$ cat src/rtl/cpu_bus_decoder.sv
`default_nettype none
// ============================================================================
// Module      : cpu_bus_decoder
// Description : Decodes NES CPU-space transactions arriving from the bus
//               arbiter and dispatches them to internal RAM, PPU registers,
//               APU/IO registers or cartridge PRG. It returns read data with
//               a one-cycle I_Finish pulse and models open-bus reads.
//               Optional build macro PRG_RAM_EN adds an 8 KB work RAM at
//               0x6000-0x7FFF. That RAM uses the same timing as internal RAM.
// Ports       : clk/rst                 - clock, synchronous active-high reset
//               I_Addr/I_WData/I_RW/I_Cmd - upstream request (Cmd is a pulse)
//               I_RData/I_Finish        - upstream response
//               ram_*                   - internal 2 KB RAM (1-cycle read)
//               ppu_*                   - PPU register handshake
//               io_*                    - APU/IO register handshake
//               prg_*                   - cartridge PRG (1-cycle read)
//               wram_*                  - work RAM (PRG_RAM_EN only)
//               err_timeout             - sticky handshake timeout flag
// Revision    : 1.0 - initial release
// ============================================================================
module cpu_bus_decoder #(
    parameter int TIMEOUT_CYCLES = 64,
    parameter int TO_W           = 7
) (
    input  logic        clk,
    input  logic        rst,
    input  logic [15:0] I_Addr,
    input  logic [7:0]  I_WData,
    input  logic        I_RW,
    input  logic        I_Cmd,
    output logic [7:0]  I_RData,
    output logic        I_Finish,
    output logic [10:0] ram_addr,
    output logic [7:0]  ram_wdata,
    output logic        ram_en,
    output logic        ram_we,
    input  logic [7:0]  ram_rdata,
    output logic [2:0]  ppu_addr,
    output logic [7:0]  ppu_wdata,
    output logic        ppu_rw,
    output logic        ppu_cmd,
    input  logic [7:0]  ppu_rdata,
    input  logic        ppu_finish,
    output logic [4:0]  io_addr,
    output logic [7:0]  io_wdata,
    output logic        io_rw,
    output logic        io_cmd,
    input  logic [7:0]  io_rdata,
    input  logic        io_finish,
    output logic [14:0] prg_addr,
    output logic [7:0]  prg_wdata,
    output logic        prg_en,
    output logic        prg_we,
    input  logic [7:0]  prg_rdata,
    output logic        err_timeout
`ifdef PRG_RAM_EN
    ,
    output logic [12:0] wram_addr,
    output logic [7:0]  wram_wdata,
    output logic        wram_en,
    output logic        wram_we,
    input  logic [7:0]  wram_rdata
`endif
);

    typedef enum logic [2:0] {
        S_IDLE    = 3'd0,
        S_MEM     = 3'd1,
        S_MEMDATA = 3'd2,
        S_HS      = 3'd3,
        S_DONE    = 3'd4
    } state_t;

    localparam logic [2:0] c_RGN_RAM  = 3'd0;
    localparam logic [2:0] c_RGN_PPU  = 3'd1;
    localparam logic [2:0] c_RGN_IO   = 3'd2;
    localparam logic [2:0] c_RGN_PRG  = 3'd3;
    localparam logic [2:0] c_RGN_NONE = 3'd5;
`ifdef PRG_RAM_EN
    localparam logic [2:0] c_RGN_WRAM = 3'd4;
`endif
    localparam logic [TO_W-1:0] c_TO_LIMIT = TO_W'(TIMEOUT_CYCLES);

    state_t            state_q, state_d;
    logic [2:0]        region_q, region_d;
    logic              rw_q, rw_d;
    logic [7:0]        wdata_q, wdata_d;
    logic [7:0]        data_q, data_d;          // captured read data
    logic [7:0]        rdata_q, rdata_d;
    logic [7:0]        open_bus_q, open_bus_d;
    logic              finish_q, finish_d;
    logic              err_q, err_d;
    logic [TO_W-1:0]   to_cnt_q, to_cnt_d;
    logic [10:0]       ram_addr_q, ram_addr_d;
    logic              ram_en_q, ram_en_d, ram_we_q, ram_we_d;
    logic [2:0]        ppu_addr_q, ppu_addr_d;
    logic              ppu_cmd_q, ppu_cmd_d;
    logic [4:0]        io_addr_q, io_addr_d;
    logic              io_cmd_q, io_cmd_d;
    logic [14:0]       prg_addr_q, prg_addr_d;
    logic              prg_en_q, prg_en_d, prg_we_q, prg_we_d;
`ifdef PRG_RAM_EN
    logic [12:0]       wram_addr_q, wram_addr_d;
    logic              wram_en_q, wram_en_d, wram_we_q, wram_we_d;
`endif

    logic [2:0]        w_region;
    logic [7:0]        w_mem_rdata;
    logic              w_hs_finish;
    logic [7:0]        w_hs_rdata;
    logic [TO_W-1:0]   w_cnt_inc;

    // Region decode of the incoming address; the result is latched with I_Cmd.
    always_comb begin
        w_region = c_RGN_NONE;
        if (I_Addr[15:13] == 3'b000) begin
            w_region = c_RGN_RAM;
        end else if (I_Addr[15:13] == 3'b001) begin
            w_region = c_RGN_PPU;
        end else if (I_Addr[15:5] == 11'h200) begin
            w_region = c_RGN_IO;
        end else if (I_Addr[15]) begin
            w_region = c_RGN_PRG;
`ifdef PRG_RAM_EN
        end else if (I_Addr[15:13] == 3'b011) begin
            w_region = c_RGN_WRAM;
`endif
        end
    end

    always_comb begin
        w_mem_rdata = ram_rdata;
        if (region_q == c_RGN_PRG) begin
            w_mem_rdata = prg_rdata;
`ifdef PRG_RAM_EN
        end else if (region_q == c_RGN_WRAM) begin
            w_mem_rdata = wram_rdata;
`endif
        end
    end

    assign w_hs_finish = (region_q == c_RGN_PPU) ? ppu_finish : io_finish;
    assign w_hs_rdata  = (region_q == c_RGN_PPU) ? ppu_rdata  : io_rdata;
    assign w_cnt_inc   = to_cnt_q + TO_W'(1);

    always_comb begin
        state_d    = state_q;
        region_d   = region_q;
        rw_d       = rw_q;
        wdata_d    = wdata_q;
        data_d     = data_q;
        rdata_d    = rdata_q;
        open_bus_d = open_bus_q;
        err_d      = err_q;
        to_cnt_d   = to_cnt_q;
        ram_addr_d = ram_addr_q;
        ppu_addr_d = ppu_addr_q;
        io_addr_d  = io_addr_q;
        prg_addr_d = prg_addr_q;
        finish_d   = 1'b0;
        ram_en_d   = 1'b0;
        ram_we_d   = 1'b0;
        prg_en_d   = 1'b0;
        prg_we_d   = 1'b0;
        ppu_cmd_d  = 1'b0;
        io_cmd_d   = 1'b0;
`ifdef PRG_RAM_EN
        wram_addr_d = wram_addr_q;
        wram_en_d   = 1'b0;
        wram_we_d   = 1'b0;
`endif
        case (state_q)
            S_IDLE: begin
                if (I_Cmd) begin
                    region_d   = w_region;
                    rw_d       = I_RW;
                    wdata_d    = I_WData;
                    ram_addr_d = I_Addr[10:0];
                    ppu_addr_d = I_Addr[2:0];
                    io_addr_d  = I_Addr[4:0];
                    prg_addr_d = I_Addr[14:0];
                    to_cnt_d   = '0;
`ifdef PRG_RAM_EN
                    wram_addr_d = I_Addr[12:0];
`endif
                    case (w_region)
                        c_RGN_RAM: begin
                            ram_en_d = 1'b1;
                            ram_we_d = !I_RW;
                            state_d  = S_MEM;
                        end
                        c_RGN_PRG: begin
                            prg_en_d = 1'b1;
                            prg_we_d = !I_RW;
                            state_d  = S_MEM;
                        end
`ifdef PRG_RAM_EN
                        c_RGN_WRAM: begin
                            wram_en_d = 1'b1;
                            wram_we_d = !I_RW;
                            state_d   = S_MEM;
                        end
`endif
                        c_RGN_PPU: begin
                            ppu_cmd_d = 1'b1;
                            state_d   = S_HS;
                        end
                        c_RGN_IO: begin
                            io_cmd_d = 1'b1;
                            state_d  = S_HS;
                        end
                        default: begin
                            // Unmapped: a read returns whatever was last on the bus.
                            data_d  = open_bus_q;
                            state_d = S_DONE;
                        end
                    endcase
                end
            end
            S_MEM: begin
                state_d = S_MEMDATA;
            end
            S_MEMDATA: begin
                // Memory read data appears one cycle after the strobe.
                if (rw_q) begin
                    data_d = w_mem_rdata;
                end
                state_d = S_DONE;
            end
            S_HS: begin
                to_cnt_d = w_cnt_inc;
                // A finish that arrives on the timeout cycle still wins.
                if (w_hs_finish) begin
                    if (rw_q) begin
                        data_d = w_hs_rdata;
                    end
                    state_d = S_DONE;
                end else if (w_cnt_inc == c_TO_LIMIT) begin
                    err_d   = 1'b1;
                    data_d  = open_bus_q;
                    state_d = S_DONE;
                end
            end
            S_DONE: begin
                finish_d = 1'b1;
                if (rw_q) begin
                    rdata_d    = data_q;
                    open_bus_d = data_q;
                end else begin
                    open_bus_d = wdata_q;
                end
                state_d = S_IDLE;
            end
            default: begin
                state_d = S_IDLE;
            end
        endcase
    end

    always_ff @(posedge clk) begin
        if (rst) begin
            state_q    <= S_IDLE;
            region_q   <= c_RGN_NONE;
            rw_q       <= 1'b0;
            wdata_q    <= 8'h00;
            data_q     <= 8'h00;
            rdata_q    <= 8'h00;
            open_bus_q <= 8'h00;
            finish_q   <= 1'b0;
            err_q      <= 1'b0;
            to_cnt_q   <= '0;
            ram_addr_q <= '0;
            ram_en_q   <= 1'b0;
            ram_we_q   <= 1'b0;
            ppu_addr_q <= '0;
            ppu_cmd_q  <= 1'b0;
            io_addr_q  <= '0;
            io_cmd_q   <= 1'b0;
            prg_addr_q <= '0;
            prg_en_q   <= 1'b0;
            prg_we_q   <= 1'b0;
`ifdef PRG_RAM_EN
            wram_addr_q <= '0;
            wram_en_q   <= 1'b0;
            wram_we_q   <= 1'b0;
`endif
        end else begin
            state_q    <= state_d;
            region_q   <= region_d;
            rw_q       <= rw_d;
            wdata_q    <= wdata_d;
            data_q     <= data_d;
            rdata_q    <= rdata_d;
            open_bus_q <= open_bus_d;
            finish_q   <= finish_d;
            err_q      <= err_d;
            to_cnt_q   <= to_cnt_d;
            ram_addr_q <= ram_addr_d;
            ram_en_q   <= ram_en_d;
            ram_we_q   <= ram_we_d;
            ppu_addr_q <= ppu_addr_d;
            ppu_cmd_q  <= ppu_cmd_d;
            io_addr_q  <= io_addr_d;
            io_cmd_q   <= io_cmd_d;
            prg_addr_q <= prg_addr_d;
            prg_en_q   <= prg_en_d;
            prg_we_q   <= prg_we_d;
`ifdef PRG_RAM_EN
            wram_addr_q <= wram_addr_d;
            wram_en_q   <= wram_en_d;
            wram_we_q   <= wram_we_d;
`endif
        end
    end

    assign I_RData     = rdata_q;
    assign I_Finish    = finish_q;
    assign err_timeout = err_q;
    assign ram_addr    = ram_addr_q;
    assign ram_wdata   = wdata_q;
    assign ram_en      = ram_en_q;
    assign ram_we      = ram_we_q;
    assign ppu_addr    = ppu_addr_q;
    assign ppu_wdata   = wdata_q;
    assign ppu_rw      = rw_q;
    assign ppu_cmd     = ppu_cmd_q;
    assign io_addr     = io_addr_q;
    assign io_wdata    = wdata_q;
    assign io_rw       = rw_q;
    assign io_cmd      = io_cmd_q;
    assign prg_addr    = prg_addr_q;
    assign prg_wdata   = wdata_q;
    assign prg_en      = prg_en_q;
    assign prg_we      = prg_we_q;
`ifdef PRG_RAM_EN
    assign wram_addr   = wram_addr_q;
    assign wram_wdata  = wdata_q;
    assign wram_en     = wram_en_q;
    assign wram_we     = wram_we_q;
`endif

endmodule
`default_nettype wire

$ cat config.mk
export PLATFORM = sky130hd
export DESIGN_NAME = cpu_bus_decoder
export DESIGN_NICKNAME = d
export VERILOG_FILES = /design/src/rtl/cpu_bus_decoder.sv
export SDC_FILE = /design/constraint.sdc
export NUM_CORES = 1
export LEC_CHECK = 0
export ABC_AREA = 1
export CAP_MARGIN = 20
export CORE_MARGIN = 2
export CORE_UTILIZATION = 44
export CTS_CLUSTER_DIAMETER = 30
export CTS_CLUSTER_SIZE = 14
export DETAILED_ROUTE_END_ITERATION = 8
export PLACE_DENSITY = 0.82
export SLEW_MARGIN = 20
export SYNTH_ARGS = -nofsm -noshare
export SYNTH_HDL_FRONTEND = slang
export SYNTH_SLANG_ARGS = --single-unit
$ cat constraint.sdc
create_clock -name clk -period 2 [get_ports clk]
set_input_delay 0.4 -clock clk [delete_from_list [all_inputs] [get_ports clk]]
set_output_delay 0.4 -clock clk [all_outputs]
set_load 0.005 [all_outputs]
==> metrics.csv <==
stage,metric,value,unit
outcome,status,"complete, no violations",
clocking,htree_levels,3,
yosys,synth_fp_nets,570,
floorplanning,die_y,94.44,µm
route,routedWlPerCell,13.57,µm
worst_setup_path,startpoint_type,flop,
worst_setup_path,end_kind,flop,
yosys,yosys.cell_types.count,35,
timing,finalSetupTns,0,ps
clocking,ctsRootBufferMaster,clkbuf_8,
floorplanning,initial_core_util,0.4609,
worst_setup_path,reg2reg_depth,11,
timing,finalCritPeriodShare,0.9003,
yosys,synthTopCellsByArea,"dfxtp_1 38%, nand2_1 15%, buf_4 9.8%",
finish,nets,678,
finish,diodes,0,
floorplanning,rows,32,
yosys,synth_edf_count,0,
yosys,syn_inst,507,
timing,clock_skew,10.16,ps
min_path,hold_path_class,reg2reg,
placed_design,placed_area,0.004885,mm²
timing,worst_pin_slew,529.0,ps
yosys,yosys_register_bits,69,
placed_design,port_buffers,145,
power,p_per_area,700.8,mW/mm²
power,leakage,2.036,nW
clocking,max-clock-path-buffers,2,
yosys,syn-mean-instance-area,7.098,µm²
finish,stdcell_area,0.005080,mm²
timing,finalSetupViolCount,0,
grt,grt_start_max_net_pins,49,
placed_design,place_congestion,0.8296,
yosys,yosys.area.top_type_share,0.3839,
finish,layout-drive-gt1-share,0.09355,
clocking,cts_hold_buf,0,
clocking,cts.sinks,69,
route,num_vias,3579,
grt,antenna_found_initial,0,
worst_setup_path,cp.required,2230,ps
clocking,cts_made_buffers,9,
placed_design,hpwlAfterDp,7355,µm
timing,rsz0062_at_grt,false,
power,design_power_total,3.560,mW
worst_setup_path,critPathKind,reg2reg,
yosys,ys.flop_type,dfxtp_1,
finish,layout_commonest_cell,nand2_1,
min_path,min_delay_worst_endpoint,err_timeout,
yosys,yosysSeqAreaShare,0.3839,
route,first_iter_violations,209,
timing,fin_ws,199.3,ps
floorplanning,dieWidth,94.44,µm
yosys,async_flop_share,0,
finish,fillers,674,
job,cap_viol_max_count,0,
floorplanning,core-area,0.007807,mm²
timing,drv_slew,0,
route,ant_nets,0,
grt,grt_pass1_wl,15350,µm
route,firstDrtPassIters,4,
min_path,hold-path-cell-count,1,
clocking,post_cts_buffers,0,
grt,grt_use_total,0.2173,
placed_design,dp_slack,-16.99,ps
finish,syn_to_final_growth,41.17,%
worst_setup_path,cp_data_arrival_time,2030,ps
route,wl,9799,µm
worst_setup_path,worst_r2r_startpoint,to_cnt_q[0],
clocking,cts_tree,built,
floorplanning,die_area,0.008918,mm²
power,ir_drop,0.5633,mV
timing,slew_headroom,0.6470,
worst_setup_path,r2r_setup_slack,200,ps
finish,most-common-layout-cells,"146 x nand2_1, 145 x clkdlybuf4s50_1, 69 x dfxtp_1",
clocking,path_clk_slew,70,ps
route,vias_per_cell,4.957,
worst_setup_path,r2r_end,data_q[7],
timing,min_period,1801,ps
worst_setup_path,path_max_fanout,10,
grt,grt_pass1_vias,3359,
timing,maxClockFrequency,555.4,MHz
timing,hold_viol,0,
yosys,netlist_area,0.003598,mm²
yosys,synth_area_leader_cell,dfxtp_1,
floorplanning,io_pins,146,
grt,grt_overflow,0,
yosys,synth-warning-count,0,
clocking,cts_resized,0,
min_path,hold_start,err_timeout,
clocking,clock_latency,330,ps
route,drc_errors,0,
==> logic make-up (layout without fill, tap and decap cells) <==
group | after synthesis | after routing | synth area share
simple gates | 250 | 250 | 0.3161
flops | 69 | 69 | 0.3839
fa+ha+maj | 1 | 1 | 0.003476
buf+inv | 96 | 209 | 0.1523
compound gates | 90 | 90 | 0.1419
xor+xnor | 1 | 1 | 0.002434
==> power breakdown <==
part / total, mW / switching, mW / internal, mW
sequential: 1.55 / 0.0869 / 1.46
combinational: 0.913 / 0.438 / 0.476
clock: 1.10 / 0.489 / 0.607
total: 3.56 / 1.01 / 2.55
==> synthesized netlist by cell type (4+ instances only) <==
master,number
a21boi_0,4
clkbuf_1,7
a21oi_1,50
o21ai_1,5
buf_2,5
dfxtp_1,69
o21ai_0,15
nand2_1,146
inv_1,28
buf_4,47
nand2_2,5
nand3_1,27
a31oi_1,10
nor2_1,44
nand4_1,6
inv_2,6
nor3_1,7
==> state kept, by name, summed over array words and instances (netlist names), 3 cells and up <==
register,flops
io_wdata,8
state_q,3
I_RData,8
prg_addr,5
open_bus_q,8
region_q,3
ram_addr,10
to_cnt_q,7
data_q,8
==> metrics by stage <==
step | cells | util | hold WS, ps
after floorplan | 507 | - | 448.3
after global placement | 706 | 0.6256 | 450.9
after detailed placement | 706 | 0.6256 | 454.6
after CTS | 722 | 0.6503 | 472.2
after global routing | 722 | 0.6506 | 486.6
final | 722 | 0.6506 | 466.6
==> worst max path at each step <==
stage,from,slack (ps),to,cells after the start
2_1_floorplan,to_cnt_q[0],450,data_q[0],11
3_3_place_gp,I_Addr[5],50,data_q[1],11
3_5_place_dp,I_Addr[5],-20,data_q[3],11
4_1_cts,to_cnt_q[0],170,data_q[6],11
5_1_grt,to_cnt_q[0],3,data_q[6],11
6_report,to_cnt_q[0],200,data_q[7],11
==> worst max-delay path, cell delays in order, from the launching register on <==
cell,delay (ps)
dfxtp_1,340
ha_1,250
nand2_1,120
inv_1,60
nand3b_1,100
nand3_1,90
nor2_2,110
nand2_2,100
a21oi_4,260
nand3_1,130
nand2_1,80
nor2_1,50
==> metal layers <==
layer / global-route usage / vias up / part of all wire
met5: 0 / - / 0
met2: 0.3673 / 138 / 0.46
met1: 0.2723 / 1614 / 0.45
li1: - / 1821 / -
met3: 0.06385 / 6 / 0.084
met4: 0.05435 / 0 / 0.0070
==> final cells by class <==
| class | count | area, µm² | share of cell area |
|---|---|---|---|
| multi-input combinational | 342 | 1672 | 0.3291 |
| clock inverter | 4 | 47.55 | 0.009360 |
| timing repair buffer | 157 | 1567 | 0.3084 |
| tap | 102 | 127.6 | 0.02512 |
| clock buffer | 12 | 145.1 | 0.02857 |
| sequential | 69 | 1381 | 0.2719 |
| inverter | 36 | 140.1 | 0.02759 |
No activity file was read; power rests on OpenSTA's default activity.
==> edit 1 (same flow settings) <==
The parameter `TO_W` goes from 7 to 14.
--- a/src/rtl/cpu_bus_decoder.sv
+++ b/src/rtl/cpu_bus_decoder.sv
@@ -20,7 +20,7 @@
 // ============================================================================
 module cpu_bus_decoder #(
     parameter int TIMEOUT_CYCLES = 64,
-    parameter int TO_W           = 7
+    parameter int TO_W           = 14
 ) (
     input  logic        clk,
     input  logic        rst,
Function: same outputs for any inputs over 4 cycles, from zero or initial values and one cycle with rst high; that may be too few to reach the edited logic, so the function may still have changed.
==> edit 1 against the original RTL <==
Maximum frequency down 6.5%. Sequential cell count up 7. Via count up 15%. Largest power group unchanged. Sequential power up 8%. Power up 3.0%. Routed wire length up 15%. Area after synthesis up 11%. Final area up 12%. Count of clock-buffer cells in the layout down 1. Worst setup slack worse by 130 ps. Critical endpoint is now data_q[4]$_SDFFE_PP0P_. Highest routed layer unchanged.
==> edit 1: results (changes against the original RTL) <==
- Maximum number of pins on one net before global-route repair: 56 (+14%)
- Synth area leaders: sky130_fd_sc_hd__dfxtp_1, sky130_fd_sc_hd__nand2_1, sky130_fd_sc_hd__buf_4
- Beginning of the worst hold path: I_RData[5]$_SDFFE_PP0P_
- Sequential share of the synthesized area: 37.9% (-0.45 points)
- Share of cells above drive strength 1: 14.4% (+5.1 points)
- Endpoint of the worst-slack reg-to-reg timing path: data_q[4]$_SDFFE_PP0P_
- Min-Delay Endpoint: I_RData[5]$_SDFFE_PP0P_
- Largest register FFs: 14 (+4)
- Ranking of synthesized cells by instance count: sky130_fd_sc_hd__nand2_1, sky130_fd_sc_hd__dfxtp_1, sky130_fd_sc_hd__a21oi_1
- CP max FO: 4 (-6)
- DP Wirelength: 8240 µm (+12%)
- CP peak stage delay: 360 ps (+20 ps)
- Placer's final routability congestion estimate: 0.828 (-0.19%)
- Number of cell instances on the worst register-to-register path: 15 (+4)
- Unique cell type count in the Yosys netlist: 38 (+8.6%)
- Detailed Routing Iterations Pass 1: 6 (+2)
- Worst ir drop on vdd: 0.431 mV (-23%)
- Yosys warns: 0 (unchanged)
- Clock latency on the worst-skew pair: 350 ps (+20 ps)
- Total wire length after detailed routing: 11300 µm (+15%)
- Least-Margin Pin Slew: 589 ps (+60.4 ps)
- Critical Path Slowest Stage Cell: sky130_fd_sc_hd__dfxtp_2
- Outcome: finished clean
- Net switching power: 1090 µW (+7.2%)
- Net Count, Synth: 635 (+11%)
- Hold WS: 469 ps (+2.15 ps)
- Final net count: 759 (+12%)
- First-iteration detailed-routing DRC count: 244 (+17%)
- Via count of the first global-routing pass: 3958 (+18%)
edit 1: metrics by stage:
stage	setup TNS [ps]	util (%)	total power (µW)	std cells
3_5_place_dp	-1820	61.2	2620	788
3_3_place_gp	-1200	61.2	2600	788
2_1_floorplan	0	-	2210	571
6_report	0	64.9	3670	808
4_1_cts	0	63.2	3670	804
5_1_grt	-421	64.9	3860	808
edit 1: how the worst max path moves through the flow:
stage | startpoint | to | slack, ps | cells past startpoint
detailed placement | I_Addr[14] | data_q[0]$_SDFFE_PP0P_ | -250 | 13
finish | to_cnt_q[0]$_SDFFE_PP0P_ | data_q[4]$_SDFFE_PP0P_ | 70 | 15
global route | to_cnt_q[0]$_SDFFE_PP0P_ | data_q[4]$_SDFFE_PP0P_ | -70 | 15
global placement | I_Addr[14] | data_q[6]$_SDFFE_PP0P_ | -150 | 13
floorplan | to_cnt_q[0]$_SDFFE_PP0P_ | state_q[1]$_SDFFE_PP0P_ | 230 | 13
CTS | to_cnt_q[0]$_SDFFE_PP0P_ | data_q[4]$_SDFFE_PP0P_ | 20 | 13
edit 1: cells by family (layout without fill, tap and decap cells):
kind of cell,count (synthesis),in the layout,share of synthesized area (%)
simple gates,267,268,30.6
buf+inv,122,250,16.2
compound gates,103,103,14.5
flops,76,76,37.9
fa+ha+maj,2,2,0.624
xor+xnor,1,1,0.218
edit 1: timing repair:
action	in CTS	in global routing
resized for setup	0	29
setup buffers	0	3
endpoints found under the setup margin	0	10
edit 1: critical path: cells and delay by family, from the launching register on:
kind	cells	cell delay (ps)
buf+inv	2	210
fa+ha+maj	1	170
simple gates	12	1090
flops	1	360
edit 1: per-layer routing:
metal / up-vias / global-route usage, % / wire length (µm)
li1: 2046 / - / -
met1: 1879 / 27.0 / 4920
met2: 177 / 37.3 / 5180
met3: 28 / 6.25 / 932
met4: 0 / 8.64 / 247
met5: - / 0 / 0
edit 1: layout make-up:
type                            count  area (µm²)
Fill cell                         732        3070
Inverter                           60         228
Tap cell                          108         135
Multi-Input combinational cell    374        1930
Sequential cell                    76        1530
Clock buffer                       11         141
Timing Repair Buffer              174        1690
Clock inverter                      5        36.3
edit 1: power by group through the flow:
stage	registers, µW	clock network [µW]	logic [µW]
2_1_floorplan	1700	0	505
3_3_place_gp	1710	0	886
3_5_place_dp	1710	0	906
4_1_cts	1680	1080	912
5_1_grt	1690	1150	1010
6_report	1680	1070	918
==> edit 2 (config.mk and constraints unchanged) <==
Without the edit above. The 5 states of `state_t` get a one-hot encoding in 5 bits.
--- a/src/rtl/cpu_bus_decoder.sv
+++ b/src/rtl/cpu_bus_decoder.sv
@@ -63,12 +63,12 @@
 `endif
 );
 
-    typedef enum logic [2:0] {
-        S_IDLE    = 3'd0,
-        S_MEM     = 3'd1,
-        S_MEMDATA = 3'd2,
-        S_HS      = 3'd3,
-        S_DONE    = 3'd4
+    typedef enum logic [4:0] {
+        S_IDLE    = 5'b00001,
+        S_MEM     = 5'b00010,
+        S_MEMDATA = 5'b00100,
+        S_HS      = 5'b01000,
+        S_DONE    = 5'b10000
     } state_t;
 
     localparam logic [2:0] c_RGN_RAM  = 3'd0;
Behaviour: same outputs for any inputs over 4 cycles, from zero or initial values and one cycle with rst high; so few cycles prove little.
==> edit 2 against the original RTL <==
Area after synthesis is 0.90% lower. Synthesized cell count is 0.79% higher. Final area is 0.89% lower. Routed wire length is 1.4% higher. Largest cell class unchanged. Power is 3.0% higher. Critical path depth is 10 lower. Global-route usage is 0.92 points higher. Worst setup slack better by 27 ps. Clock skew is 2.9 ps lower. Sequential cell count is 2 higher. Highest routed layer unchanged. Sequential power is 5% higher. Register-to-register slack better by 40 ps.
==> edit 2: results (changes against the original RTL) <==
- Outcome: finished clean
- Least-Margin Pin Slew: 471 ps (-57.5 ps)
- R2R Setup Slk: 240 ps (+40 ps)
- Multi-input logic area: 1590 µm² (-4.9%)
- Final non-filler cell total: 727 (+0.69%)
- Net Count, Synth: 574 (+0.70%)
- Number of sequential cells in the layout: 71 (+2.9%)
- Final net count: 684 (+0.88%)
- Number of cell instances on the worst register-to-register path: 10 (-1)
- Gr usage total: 22.6% (+0.92 points)
- Maximum number of pins on one net before global-route repair: 30 (-39%)
- Non-clock buffer count: 160 (+1.9%)
- Part of the power in combinational logic: 25.8% (about the same)
- First-iteration detailed-routing DRC count: 152 (-27%)
- Sequential share of the synthesized area: 39.9% (+1.5 points)
- Worst ir drop on vdd: 0.455 mV (-19%)
- Hold WS: 467 ps (+0.287 ps)
- CP max FO: 6 (-4)
- Via count of the first global-routing pass: 3472 (+3.4%)
- Endpoint of the worst-slack reg-to-reg timing path: data_q[6]$_SDFFE_PP0P_
- Synth area leaders: sky130_fd_sc_hd__dfxtp_1, sky130_fd_sc_hd__nor2_1, sky130_fd_sc_hd__buf_4
- Seq pwr share: 44.1% (+0.5 points)
- Fraction of cell area in non-clock buffers: 31.1% (+0.23 points)
- Clock skew after layout: 7.28 ps (-2.87 ps)
- Minimum setup slack after placement: -42.9 ps (-25.9 ps)
- CP peak stage delay: 570 ps (+230 ps)
- Number of multi-input logic gates: 340 (-0.58%)
- Clk cell area share: 3.70% (-0.090 points)
- Critical Path Start: io_wdata[7]$_SDFFE_PP0P_
- Placer's final routability congestion estimate: 0.839 (+1.1%)
-- edit 2: changes by cell type after synthesis, moves of 8 or more --
cell                      delta
sky130_fd_sc_hd__a21oi_1    -30
sky130_fd_sc_hd__inv_1       +8
sky130_fd_sc_hd__nand2_1    -64
sky130_fd_sc_hd__nand3_1    +14
sky130_fd_sc_hd__nor2_1     +70
sky130_fd_sc_hd__o21ai_0    +29
-- edit 2: routing by layer --
metal	vias to the layer above	GRT usage, %	part of all wire [%]
met1	1643	27.5	43
met5	-	0	0
met3	25	5.70	8.4
li1	1809	-	-
met4	0	11.4	2.8
met2	157	37.0	46
-- edit 2: kinds of logic (layout without fill, tap and decap cells) --
family / Yosys count / count (layout) / share of synthesized area [%]
DFF: 71 / 71 / 39.9
xor gates and xnor gates: 1 / 1 / 0.246
buffers and inverters: 100 / 214 / 15.6
AOI/OAI and AO/OA: 79 / 79 / 12.2
and+or+nand+nor: 259 / 259 / 31.7
adders and majority gates: 1 / 1 / 0.351
